## src/rtl/testbus_capture_if.sv

```systemverilog
// Readout stream of the testbus capture buffer: valid/ready words, oldest first.
interface testbus_capture_if #(parameter int WIDTH = 16);
    logic             rd_valid;
    logic             rd_ready;
    logic [WIDTH-1:0] rd_data;
    logic             rd_last;

    modport master (output rd_valid, rd_data, rd_last, input rd_ready);
    modport slave  (input rd_valid, rd_data, rd_last, output rd_ready);
endinterface

```

## src/rtl/testbus_capture.sv

```systemverilog
// Triggered testbus logic analyser: circular pre-trigger buffer, programmable
// post-trigger depth, then a valid/ready readout of the captured window.
module testbus_capture #(
    parameter int DEPTH = 16,
    parameter int WIDTH = 16
) (
    input  logic                       clk,
    input  logic                       rst_n,
    input  logic                       clk_en,
    input  logic [WIDTH-1:0]           testbus,
    input  logic                       arm,
    input  logic                       abort,
    input  logic [WIDTH-1:0]           trig_mask,
    input  logic [WIDTH-1:0]           trig_value,
    input  logic [$clog2(DEPTH)-1:0]   post_count,
    output logic [$clog2(DEPTH)-1:0]   trig_pos,
    output logic                       busy,
    testbus_capture_if.master          rd
);
    localparam int AW = $clog2(DEPTH);

    typedef enum logic [1:0] {IDLE, ARMED, POST, DONE} state_t;
    state_t state, state_nxt;

    logic [WIDTH-1:0] mem [DEPTH];
    logic [AW-1:0]    wr_ptr, rd_ptr, post_cnt, post_len, wr_inc, post_sel;
    logic [AW:0]      fill, fill_inc, rd_cnt;
    logic             hit, trig, we, xfer, done_entry;

    always_ff @(posedge clk or negedge rst_n) begin
        if (!rst_n) state <= IDLE;
        else        state <= state_nxt;
    end

    always_comb begin
        state_nxt = state;
        case (state)
            IDLE:    if (arm) state_nxt = ARMED;
            ARMED:   if (trig) state_nxt = (post_count != '0) ? POST : DONE;
            POST:    if (we && post_cnt == AW'(1)) state_nxt = DONE;
            DONE:    if (xfer && rd_cnt == (AW+1)'(1)) state_nxt = IDLE;
            default: state_nxt = IDLE;
        endcase
        if (abort) state_nxt = IDLE;
    end

    always_comb begin
        hit         = ((testbus ^ trig_value) & trig_mask) == '0;
        trig        = (state == ARMED) && clk_en && hit;
        we          = ((state == ARMED) || (state == POST)) && clk_en && !abort;
        busy        = (state != IDLE);
        rd.rd_valid = (state == DONE) && (rd_cnt != '0);
        rd.rd_last  = rd.rd_valid && (rd_cnt == (AW+1)'(1));
        rd.rd_data  = rd.rd_valid ? mem[rd_ptr] : '0;
        xfer        = rd.rd_valid && rd.rd_ready;
        done_entry  = (state != DONE) && (state_nxt == DONE);
        wr_inc      = wr_ptr + AW'(1);
        fill_inc    = (fill == (AW+1)'(DEPTH)) ? fill : fill + (AW+1)'(1);
        // Direct ARMED->DONE only happens with post_count zero.
        post_sel    = (state == POST) ? post_len : '0;
    end

    // Sample storage carries no reset; only the control state below does.
    always_ff @(posedge clk) begin
        if (we) mem[wr_ptr] <= testbus;
    end

    always_ff @(posedge clk or negedge rst_n) begin
        if (!rst_n) begin
            wr_ptr   <= '0;
            fill     <= '0;
            post_cnt <= '0;
            post_len <= '0;
            rd_ptr   <= '0;
            rd_cnt   <= '0;
            trig_pos <= '0;
        end else begin
            if (state == IDLE && arm && !abort) begin
                wr_ptr <= '0;
                fill   <= '0;
            end else if (we) begin
                wr_ptr <= wr_inc;
                fill   <= fill_inc;
            end

            if (trig && !abort) begin
                post_cnt <= post_count;
                post_len <= post_count;
            end else if (we && state == POST) begin
                post_cnt <= post_cnt - AW'(1);
            end

            // Entry into DONE is always a write cycle, so the *_inc values
            // describe the buffer as it stands once capture has finished.
            if (done_entry) begin
                rd_ptr   <= wr_inc - fill_inc[AW-1:0];
                trig_pos <= fill_inc[AW-1:0] - AW'(1) - post_sel;
                rd_cnt   <= fill_inc;
            end else if (xfer) begin
                rd_ptr <= rd_ptr + AW'(1);
                rd_cnt <= rd_cnt - (AW+1)'(1);
            end
        end
    end
endmodule

```

## src/flat_wrapper.sv

```systemverilog
// flat-port wrapper written by rule: the top's interface ports become plain ports
module testbus_capture_flat 
#(
    parameter int DEPTH = 16,
    parameter int WIDTH = 16
)
  (clk, rst_n, clk_en, testbus, arm, abort, trig_mask, trig_value, post_count, trig_pos, busy, rd_rd_valid, rd_rd_data, rd_rd_last, rd_rd_ready);
  testbus_capture_if #(.WIDTH(WIDTH)) rd_i ();
  input  logic clk;
  input  logic rst_n;
  input  logic clk_en;
  input  logic [WIDTH-1:0] testbus;
  input  logic arm;
  input  logic abort;
  input  logic [WIDTH-1:0] trig_mask;
  input  logic [WIDTH-1:0] trig_value;
  input  logic [$clog2(DEPTH)-1:0] post_count;
  output logic [$clog2(DEPTH)-1:0] trig_pos;
  output logic busy;
  output wire logic [$bits(rd_i.rd_valid)-1:0] rd_rd_valid;
  output wire logic [$bits(rd_i.rd_data)-1:0] rd_rd_data;
  output wire logic [$bits(rd_i.rd_last)-1:0] rd_rd_last;
  input wire logic [$bits(rd_i.rd_ready)-1:0] rd_rd_ready;
  assign rd_rd_valid = rd_i.rd_valid;
  assign rd_rd_data = rd_i.rd_data;
  assign rd_rd_last = rd_i.rd_last;
  assign rd_i.rd_ready = rd_rd_ready;
  testbus_capture #(.DEPTH(DEPTH), .WIDTH(WIDTH)) u_core (.clk(clk), .rst_n(rst_n), .clk_en(clk_en), .testbus(testbus), .arm(arm), .abort(abort), .trig_mask(trig_mask), .trig_value(trig_value), .post_count(post_count), .trig_pos(trig_pos), .busy(busy), .rd(rd_i));
endmodule
```

## config.mk

```make
export PLATFORM = sky130hd
export DESIGN_NAME = testbus_capture_flat
export DESIGN_NICKNAME = d
export VERILOG_FILES = /design/src/rtl/testbus_capture_if.sv /design/src/rtl/testbus_capture.sv /design/src/flat_wrapper.sv
export SDC_FILE = /design/constraint.sdc
export NUM_CORES = 1
export LEC_CHECK = 0
export CELL_PAD_IN_SITES_DETAIL_PLACEMENT = 1
export CELL_PAD_IN_SITES_GLOBAL_PLACEMENT = 1
export CORE_UTILIZATION = 55
export DETAILED_ROUTE_END_ITERATION = 12
export PLACE_DENSITY_LB_ADDON = 0.1
export SYNTH_ARGS = -nofsm -noshare
export SYNTH_HDL_FRONTEND = slang
export SYNTH_SLANG_ARGS = --single-unit
```

## constraint.sdc

```tcl
create_clock -name clk -period 6 [get_ports clk]
set_clock_uncertainty 0.05 [all_clocks]
set_input_delay 1.8 -clock clk [delete_from_list [all_inputs] [get_ports clk]]
set_output_delay 1.8 -clock clk [all_outputs]
set_load 0.01 [all_outputs]
```

# After elaboration in Yosys (flattened, before gate mapping)
# Memory sizes are Yosys's and may differ from the RTL's.
# Cells that the tools add are included.
dict set report totals {
  elab_cells 73
  romBits 0
  reg_bits 32
  output_inout_bits 23
  mem_bits_rw 256
  n_memories 1
  latch_bits 0
}
# name depth word_bits read_ports rd_clocked_by_memory_dff wr line
set mem_list {}
lappend mem_list {u_core.mem 16 16 1 0 1 testbus_capture.sv:25} ;# logic [WIDTH-1:0] mem [DEPTH];
dict set report op_classes {
  div_mod_pow 0
  shifts 0
  magnitude_cmp 0
  add_sub_neg 8
  n_eq_ne 8
  n_mux 22
  multipliers 0
  n_reduce_logical 24
  bitwise_logic 2
}
# operator count
set op_table {}
lappend op_table {{$mux W4} 7}
lappend op_table {{$mux W5} 5}
lappend op_table {{$and A16 B16 Y16} 1}
lappend op_table {{$logic_not A16 Y1} 1}
lappend op_table {{$mux W16} 1}
lappend op_table {{$xor A16 B16 Y16} 1}
lappend op_table {{$logic_and A1 B1 Y1} 14}
lappend op_table {{$mux W2} 5}
lappend op_table {{$add A4 B1 Y4 const B} 2}
lappend op_table {{$pmux W2 S4} 1}
lappend op_table {{$reduce_bool A2 Y1} 4}
lappend op_table {{$sub A4 B1 Y4 const B} 2}
lappend op_table {{$sub A4 B4 Y4} 2}
lappend op_table {{$eq A2 B2 Y1 const B} 3}
lappend op_table {{$add A5 B1 Y5 const B} 1}
lappend op_table {{$eq A5 B1 Y1 const B} 1}
lappend op_table {{$eq A5 B5 Y1 const B} 1}
lappend op_table {{$reduce_bool A5 Y1} 1}
lappend op_table {{$sub A5 B1 Y5 const B} 1}
lappend op_table {{$eq A4 B1 Y1 const B} 1}
lappend op_table {{$reduce_bool A4 Y1} 1}
lappend op_table {{$mux W1} 3}
lappend op_table {{$eq A2 B1 Y1 const B} 1}
lappend op_table {{$logic_not A2 Y1} 1}
lappend op_table {{other kinds (3)} 3}

# Depth between registers and ports, before layout
# Gate-level depths: netlist of run 1.
dict set report depth {
  depth_word 11
  mapped_depth 12
  depth_no_buf 12
}

# Worst setup path after synthesis of run 1
# OpenSTA, ideal clock, no wires.
dict set report synth_path {
  kind {reg2out}
  start {reg u_core.rd_ptr[0]}
  end {out rd_rd_data[0]}
  required_time_ps 4150
  path_stages_with_launch 6
  arrival_time_ps 2530
  n_path_buf 2
  slack_ps 1620
  path_cell_list {dfrtp_1 buf_1 buf_1 mux4_2 mux4_2 nor2b_1}
}
dict set report synth_between {
  elab_chain_len 2
}
# element line
set synth_lines {}
lappend synth_lines {{from (decl)} testbus_capture.sv:26} ;# logic [AW-1:0] wr_ptr, rd_ptr, post_cnt, post_len, wr_inc, post_sel;
lappend synth_lines {{from (signal assigned)} testbus_capture.sv:96} ;# rd_ptr <= wr_inc - fill_inc[AW-1:0];
lappend synth_lines {{from (signal assigned)} testbus_capture.sv:100} ;# rd_ptr <= rd_ptr + AW'(1);
lappend synth_lines {{$mem_v2 Z16 W16} n/a}
lappend synth_lines {{$mux W16} testbus_capture.sv:54} ;# rd.rd_data = rd.rd_valid ? mem[rd_ptr] : '0;
lappend synth_lines {{to (decl)} flat_wrapper.sv:21} ;# output wire logic [$bits(rd_i.rd_data)-1:0] rd_rd_data;
# No other way between the ends.

# Worst setup path in the final report of run 1
dict set report layout_path {
  start {reg u_core.rd_ptr[0]}
  end {out rd_rd_data[3]}
}
# Same word-level chain as after synthesis.

==> run summary, run 1 <==
The flow ran to the end, and the final reports show no timing, DRC or antenna violations. Detailed placement ended at an HPWL of 18.6 mm. The standard-cell row count came out at 53. From synthesis to final layout, the design area changed by 17.1%.

The count of synthesis-stage warnings from yosys is 0. The library cell used most frequently in the layout, excluding fill and tap cells, is edfxtp_1. The floorplan die height came out at approximately 150 µm. The via count of the first global-routing pass is a little over 7000. The largest individual stage delay along the critical path comes from the cell dfrtp_4. For this block, the routed nets add up to around 30 mm of wire. Yosys attributes the largest share of cell area to edfxtp_1 63%, mux4_2 15%, dfrtp_1 6.6%.

The top cell type by area accounts for approximately 63% of the synthesized area. The post-layout instance count excluding filler cells came out at around 1000. The leakage power is between 4 and 5 nW. The global router's overall resource usage is between 20% and 30%. Once detail routing completed, the nets flagged for antenna violations numbered 0. Data arrives at the worst endpoint at roughly 3.3 ns.

The cell depth of the worst hold path is 1. The top cell types in the final layout, fill and taps aside, are 256 x edfxtp_1, 80 x mux4_2, 80 x clkdlybuf4s50_1, 29 x dfrtp_1. The sequential fraction of the synthesis area is 70.1%. Clock-pin slew was measured on the worst setup and hold paths at 0.06 ns. The largest incremental delay on the critical path is about 0.58 ns.

The count of pins over their slew limit is 0. The beginning of the worst hold path is u_core.trig_pos[2]. The worst hold path terminates at u_core.trig_pos[2]. The iteration-0 DRC count of the detailed router is approximately 650. The highest clock rate is between 150 and 200 MHz. The first global-routing pass estimated between 40 and 50 mm of wire. The class of the most critical hold timing path is flop to flop. The maximum vdd ir drop came out at around 270 µV. Setup repair after global routing left no endpoint under its margin. The final estimated routing congestion in global placement came out at just over 0.8. The total nets after synthesis is 720. The number of distinct library cells after synthesis came out at 47.

The number of diodes added for antenna fixing is 0. The capture point of the worst reg-to-reg path is u_core.rd_cnt[0]. In this run, synthesis produced a sequential element count of between 200 and 300.

The quantity of I/O buffers inserted on ports is 80. The total I/O pin count is just over 80. The power per cell area is 403 nW/µm². The core region is 21300 µm². In this run the critical register-to-register path is launched from u_core.rd_cnt[1].

The total buffers and inverters traversed by the critical path is 2. The maximum number of buffers from clock root to sink is 3. The number of endpoints failing setup at the final stage is 0. The share of cells above drive strength 1 is between 15 and 20%. The routed layout has 6448 vias. The worst setup path is captured at an output port. The total of cells resized after clock tree synthesis is 0.

The share of the clock period used by the worst path after layout came out at a little under nine tenths. The post-synthesis area per instance came out at 19.0 µm². The initial antenna violation count came out at 0. The number of hold violations in the final report came out at 0. The number of design rule violations left after detail routing is 0. The clock buffer count from CTS is 28.

The number of placed instances, taps included is slightly below 1000. Among cell families on the critical path, the largest total delay comes from multiplexers. The cell sitting at the root of the clock tree is a clkbuf_16. The final sum of negative setup slack is 0 ns. By startpoint and endpoint, the worst setup path is classified as flop to output port. The total number of H-tree levels is 1. Global routing finished with a remaining overflow of 0. The source-to-sink clock delay at the later pin of the worst-skew pair is 0.54 ns.

After detailed routing, the number of vias per cell comes to 6.19. The final critical path time including I/O delays and setup came out at roughly 5.2 ns. The number of max-cap violations is 0. For this run, the detailed router's first-pass iteration total came to 4. The TritonCTS sink count is between 200 and 300.

The cell that appears most often on the critical path is mux4_2. The post-CTS repair timing setup buffer count came out at 0. The net count of the finished layout is 829. The die is about 150 µm wide. In the synthesized netlist the async set-or-reset flop fraction comes to 11.1%. The cell count of the worst reg-to-reg path came out at 9. The number of buffers inserted for hold repair after clock tree synthesis is 0. The register-to-register setup slack is ~2.7 ns. The relative slew slack came out at 44.4%. The number of synthesized flops with an enable pin is 256. The area of the die is around 23000 µm².

The critical path goes through buf_4, mux4_2, mux4_2, nor2b_1, clkdlybuf4s50_1. For the worst setup path, the data required time is around 4.2 ns. The most used flip-flop cell after synthesis is edfxtp_1. The initial cell density of the core is ~57%.

TritonCTS built the clock tree. The worst setup path is launched from a flop. The detailed-route wire length per cell is roughly 29 µm. The number of instances in the synthesized netlist came out at between 600 and 700.

The actual transition at the worst max-transition pin came out at about 0.83 ns. The largest driver fanout on the critical path is 23. The biggest area contributor in the post-synthesis netlist is edfxtp_1.

In this run the cell area of the synthesized design comes to 12100 µm². The pin count of the biggest net entering global routing is 36.
[kinds of logic after synthesis]
group | Yosys count | share of synthesized area, %
XOR/XNOR | 37 | 2.68
buffers and inverters | 52 | 1.75
AO/OA/AOI/OAI | 49 | 2.65
adder cells (fa/ha/maj) | 25 | 2.71
multiplexers | 91 | 15.9
flip-flops | 288 | 70.1
AND/OR/NAND/NOR | 95 | 4.28
[cell type report]
class                      instances  area [µm²]
multi-input combinational        297        3420
tap                              275         344
fill                            1790        7100
clock buffer                      35         727
inverter                          28         105
timing repair buffer             103         986
sequential                       288        8490
clock inverter                    15         109
[where the power goes]
| group | internal [mW] | switching (mW) |
|---|---|---|
| clock network | 0.899 | 0.711 |
| logic | 0.877 | 0.772 |
| registers | 2.29 | 0.175 |
[layer usage]
| layer | share of wire [%] | vias up | global-route usage, % |
|---|---|---|---|
| met2 | 51 | 295 | 46.8 |
| met1 | 40 | 3363 | 37.5 |
| met4 | 1.8 | 0 | 7.58 |
| met3 | 7.8 | 50 | 5.18 |
| li1 | - | 2740 | - |
| met5 | 0 | - | 0 |
[per-stage QoR]
stage               setup slack (ns)  total power, mW  util, %  area [µm²]  hold WS, ns
global route                   0.668             5.97     66.6       14200        0.493
global placement               0.937             4.08     62.7       13300        0.450
detailed placement             0.832             4.15     62.7       13300        0.471
finish                         0.820             5.72     66.6       14200        0.475
CTS                            0.758             5.77     66.6       14200        0.486
floorplan                       1.62             3.61        -       12100        0.438
[sequential cells by signal, indices dropped and copies added (netlist names)]
register	count
u_core.mem	256
u_core.fill	5
u_core.rd_cnt	5
u_core.post_cnt	4
u_core.post_len	4
u_core.rd_ptr	4
u_core.trig_pos	4
u_core.wr_ptr	4
u_core.state	2
[worst register-to-register path, delay by kind of cell (launching register included)]
family / cells / cell delay (ns)
compound gates: 3 / 1.04
fa+ha+maj: 1 / 0.16
simple gates: 3 / 1.08
buf+inv: 1 / 0.12
mux: 1 / 0.36
flops: 1 / 0.42
[how the worst max path moves through the flow]
stage / from / cells past startpoint / end / slack, ns
after floorplan: u_core.rd_ptr[0] / 5 / rd_rd_data[0] / 1.62
after global placement: testbus[10] / 8 / u_core.rd_cnt[0] / 0.94
after detailed placement: testbus[10] / 8 / u_core.rd_cnt[0] / 0.83
after CTS: u_core.rd_ptr[0] / 5 / rd_rd_data[3] / 0.76
after global routing: u_core.rd_ptr[0] / 5 / rd_rd_data[3] / 0.67
final: u_core.rd_ptr[0] / 5 / rd_rd_data[3] / 0.82
[synthesized netlist by cell type (all sizes together), types with 2 or more instances]
master / n
and2: 18
mux4: 80
and3: 4
nand4: 2
inv: 28
mux2: 4
xnor2: 11
nor4: 3
fa: 2
nor3: 2
nand2: 26
ha: 23
clkbuf: 15
nand3: 6
a31o: 3
a21o: 2
o31a: 3
o21ai: 19
edfxtp: 256
nor2b: 16
a22oi: 6
buf: 9
nor3b: 3
a21oi: 8
nor2: 9
xor2: 26
mux2i: 7
dfrtp: 32
Note: power is estimated with default switching activity, not from simulation.
==> inputs of run 2 (changes only) <==
--- a/config.mk
+++ b/config.mk
@@ -7,7 +7,7 @@
 export LEC_CHECK = 0
 export CELL_PAD_IN_SITES_DETAIL_PLACEMENT = 1
 export CELL_PAD_IN_SITES_GLOBAL_PLACEMENT = 1
-export CORE_UTILIZATION = 55
+export CORE_UTILIZATION = 49
 export DETAILED_ROUTE_END_ITERATION = 12
 export PLACE_DENSITY_LB_ADDON = 0.1
 export SYNTH_ARGS = -nofsm -noshare
==> run 2 against run 1 <==
Compared with the run above: count of clock-buffer cells in the layout increased by 8; worst setup slack got worse by 0.14 ns; clock power increased by 11%; total power increased by 2.2%; critical path depth unchanged; non-clock buffer count decreased by 1; global-route usage decreased by 3.7 points; critical path type unchanged.
==> run summary, run 2 (synthesized netlist as in run 1, its figures left out) <==
The run finished with clean final reports. The cell depth of the worst hold path came out at 1. The total number of H-tree levels came out at 1.

The initial cell density of the core is 49.9%. The count of pins over their slew limit is 0. The largest driver fanout on the critical path came out at 32. Clock-pin slew was measured on the worst setup and hold paths at around 0.060 ns. The layout overhead on the synthesized area is 18.5%.

TritonCTS built the clock tree. The post-layout utilization of the core is about three fifths. The first detailed-routing pass ran for 5 iterations. The final routed wirelength across all metal layers is between 20 and 30 mm.

The power per cell area came out at roughly 410 nW/µm². The capture point of the worst reg-to-reg path is u_core.rd_cnt[0]. In this run the clock root is driven by a clkbuf_16. Setup repair after global routing left no endpoint under its margin. The source-to-sink clock delay at the later pin of the worst-skew pair is 0.54 ns.

The required time of the critical path is a little over 4 ns. The number of buffers inserted for hold repair after clock tree synthesis came out at 0. In this run the tightest slew margin relative to its limit is approximately a fifth. After detailed routing, the number of vias per cell comes to between 5 and 6. The net count of the finished layout is 830. The number of design rule violations left after detail routing came out at 0. The maximum number of buffers from clock root to sink came out at 3. The floorplan die height came out at approximately 160 µm. In this run, the number of DRC markers left after iteration 0 of detailed routing was roughly 530. The critical path data arrival time is between 3 and 4 ns. Entering global routing, the biggest net connects 33 pins. For the pin with the worst max-slew slack, the measured transition is roughly 1.2 ns.

The most common library cell in the layout ignoring fill and taps is edfxtp_1. The global router's overall resource usage came out at about a quarter. The via count of the first global-routing pass is 7119. Static timing analysis puts the maximum clock frequency at ~190 MHz. The register with the most flip-flops in the layout has around 260 of them. The class of the most critical hold timing path is flop to flop. The cell count of the worst reg-to-reg path is 9. The number of diodes added for antenna fixing came out at 0. The area occupied by multi-input gates came out at approximately 3400 µm². STA classifies the critical path endpoint as an output port.

The core outline area came out at around 24000 µm². The share of the clock period used by the worst path after layout came out at 88.6%. The overall die width came out at 159 µm. The remaining antenna violation count is 0. The number of hold violations in the final report is 0. The first global-routing pass estimated around 44 mm of wire.

The sequential cell area came out at 8490 µm². In the final layout, the registers with the most flip-flops are u_core.mem: 256 flops, u_core.fill: 5 flops, u_core.rd_cnt: 5 flops. The beginning of the worst hold path is u_core.trig_pos[0]. The type of the setup path with the least slack is flop to output port. The clock buffer count from CTS is 30. The area of the die came out at around 25000 µm². The count of filler cells inserted in the layout is about 2100. The floorplan has between 50 and 60 rows.

Across the run, the number of max-cap violations was 0. The TritonCTS sink count came out at 288. The total of cells resized after clock tree synthesis is 0. The total I/O pin count is 81. In the final routed layout, each cell accounts on average for 26.9 µm. The initial antenna violation count is 0. The total overflow left after global routing is 0.

In the layout the commonest cells are 256 x edfxtp_1, 80 x mux4_2, 80 x clkdlybuf4s50_1, 31 x clkbuf_16, 29 x dfrtp_1. The leakage power is about 5 nW. The final estimated routing congestion in global placement is 0.745. The half-perimeter wire length after placement is 18.5 mm.

In this run the post-CTS setup repair buffer count came out at 0. The register-to-register setup slack came out at 2.76 ns. The final critical path time including I/O delays and setup is about 5.3 ns.

The maximum vdd ir drop is between 200 and 300 µV. The quantity of I/O buffers inserted on ports is 80. The worst hold path terminates at u_core.trig_pos[0].

The startpoint kind of the worst setup timing path is a flop. The total via count in the routed design came out at 6275. The register with the highest flop count is u_core.mem.

Setup violations remaining at the end of the flow were counted as 0. In this run the critical register-to-register path is launched from u_core.rd_cnt[1]. After routing, the total negative slack on setup checks comes to 0 ns.

Cells with a size suffix above 1 make up about a fifth of the layout.
[run 2: cell count changes in the layout (fill, tap and decap cells not counted), sizes merged]
cell | previous run | this run
clkbuf | 35 | 43
clkinv | 12 | 11
buf | 23 | 22
clkinvlp | 2 | 0
bufinv | 1 | 2
[run 2: worst max path at each step]
stage | cells past startpoint | slack (ns) | end | from
3_5_place_dp | 8 | 0.94 | u_core.rd_cnt[0] | testbus[15]
4_1_cts | 5 | 0.62 | rd_rd_data[13] | u_core.rd_ptr[0]
3_3_place_gp | 8 | 1.04 | u_core.rd_cnt[0] | testbus[11]
6_report | 5 | 0.68 | rd_rd_data[13] | u_core.rd_ptr[0]
2_1_floorplan | 5 | 1.62 | rd_rd_data[0] | u_core.rd_ptr[0]
5_1_grt | 5 | 0.49 | rd_rd_data[13] | u_core.rd_ptr[0]
[run 2: cell type report]
type                            count  area share, %
Clock buffer                       43           5.86
Tap cell                          324           2.82
Sequential cell                   288           59.2
Clock inverter                     13          0.776
Multi-Input combinational cell    297           23.8
Timing Repair Buffer              102           6.82
Inverter                           28          0.732
[run 2: metal layers]
layer	GRT usage [%]	vias to the layer above	wire, µm
met5	0	-	0
met2	43.2	168	15600
li1	-	2741	-
met3	2.94	51	1510
met1	30.8	3315	11500
met4	7.52	0	848
[run 2: critical path: stages (launching register included)]
cell and delay [ns]:
dfrtp_4 0.78, buf_12 0.34, mux4_2 0.56, mux4_2 0.48, nor2b_1 0.18, clkdlybuf4s50_1 0.51
[run 2: report_power, final]
group          total [mW]  internal [mW]  switching (mW)
sequential           2.47           2.29           0.182
combinational        1.59          0.872           0.716
clock                1.79           1.05           0.734
total                5.85           4.21            1.63
[run 2: metrics by stage]
stage / cell area [µm²] / instances / worst slack [ns] / power (mW) / hold WS [ns]
6_report: 14400 / 1095 / 0.683 / 5.85 / 0.439
4_1_cts: 14400 / 1095 / 0.616 / 5.91 / 0.445
5_1_grt: 14400 / 1095 / 0.487 / 6.12 / 0.477
3_3_place_gp: 13400 / 1039 / 1.04 / 4.06 / 0.431
3_5_place_dp: 13400 / 1039 / 0.936 / 4.12 / 0.431
2_1_floorplan: 12100 / 637 / 1.62 / 3.61 / 0.438
==> inputs of run 3 (changes only) <==
--- a/config.mk
+++ b/config.mk
@@ -9,6 +9,7 @@
 export CELL_PAD_IN_SITES_GLOBAL_PLACEMENT = 1
 export CORE_UTILIZATION = 49
 export DETAILED_ROUTE_END_ITERATION = 12
+export GPL_TIMING_DRIVEN = 1
 export PLACE_DENSITY_LB_ADDON = 0.1
 export SYNTH_ARGS = -nofsm -noshare
 export SYNTH_HDL_FRONTEND = slang
==> results of run 3 <==
The final DEF is identical to that of run 2; final timing and power are the same.
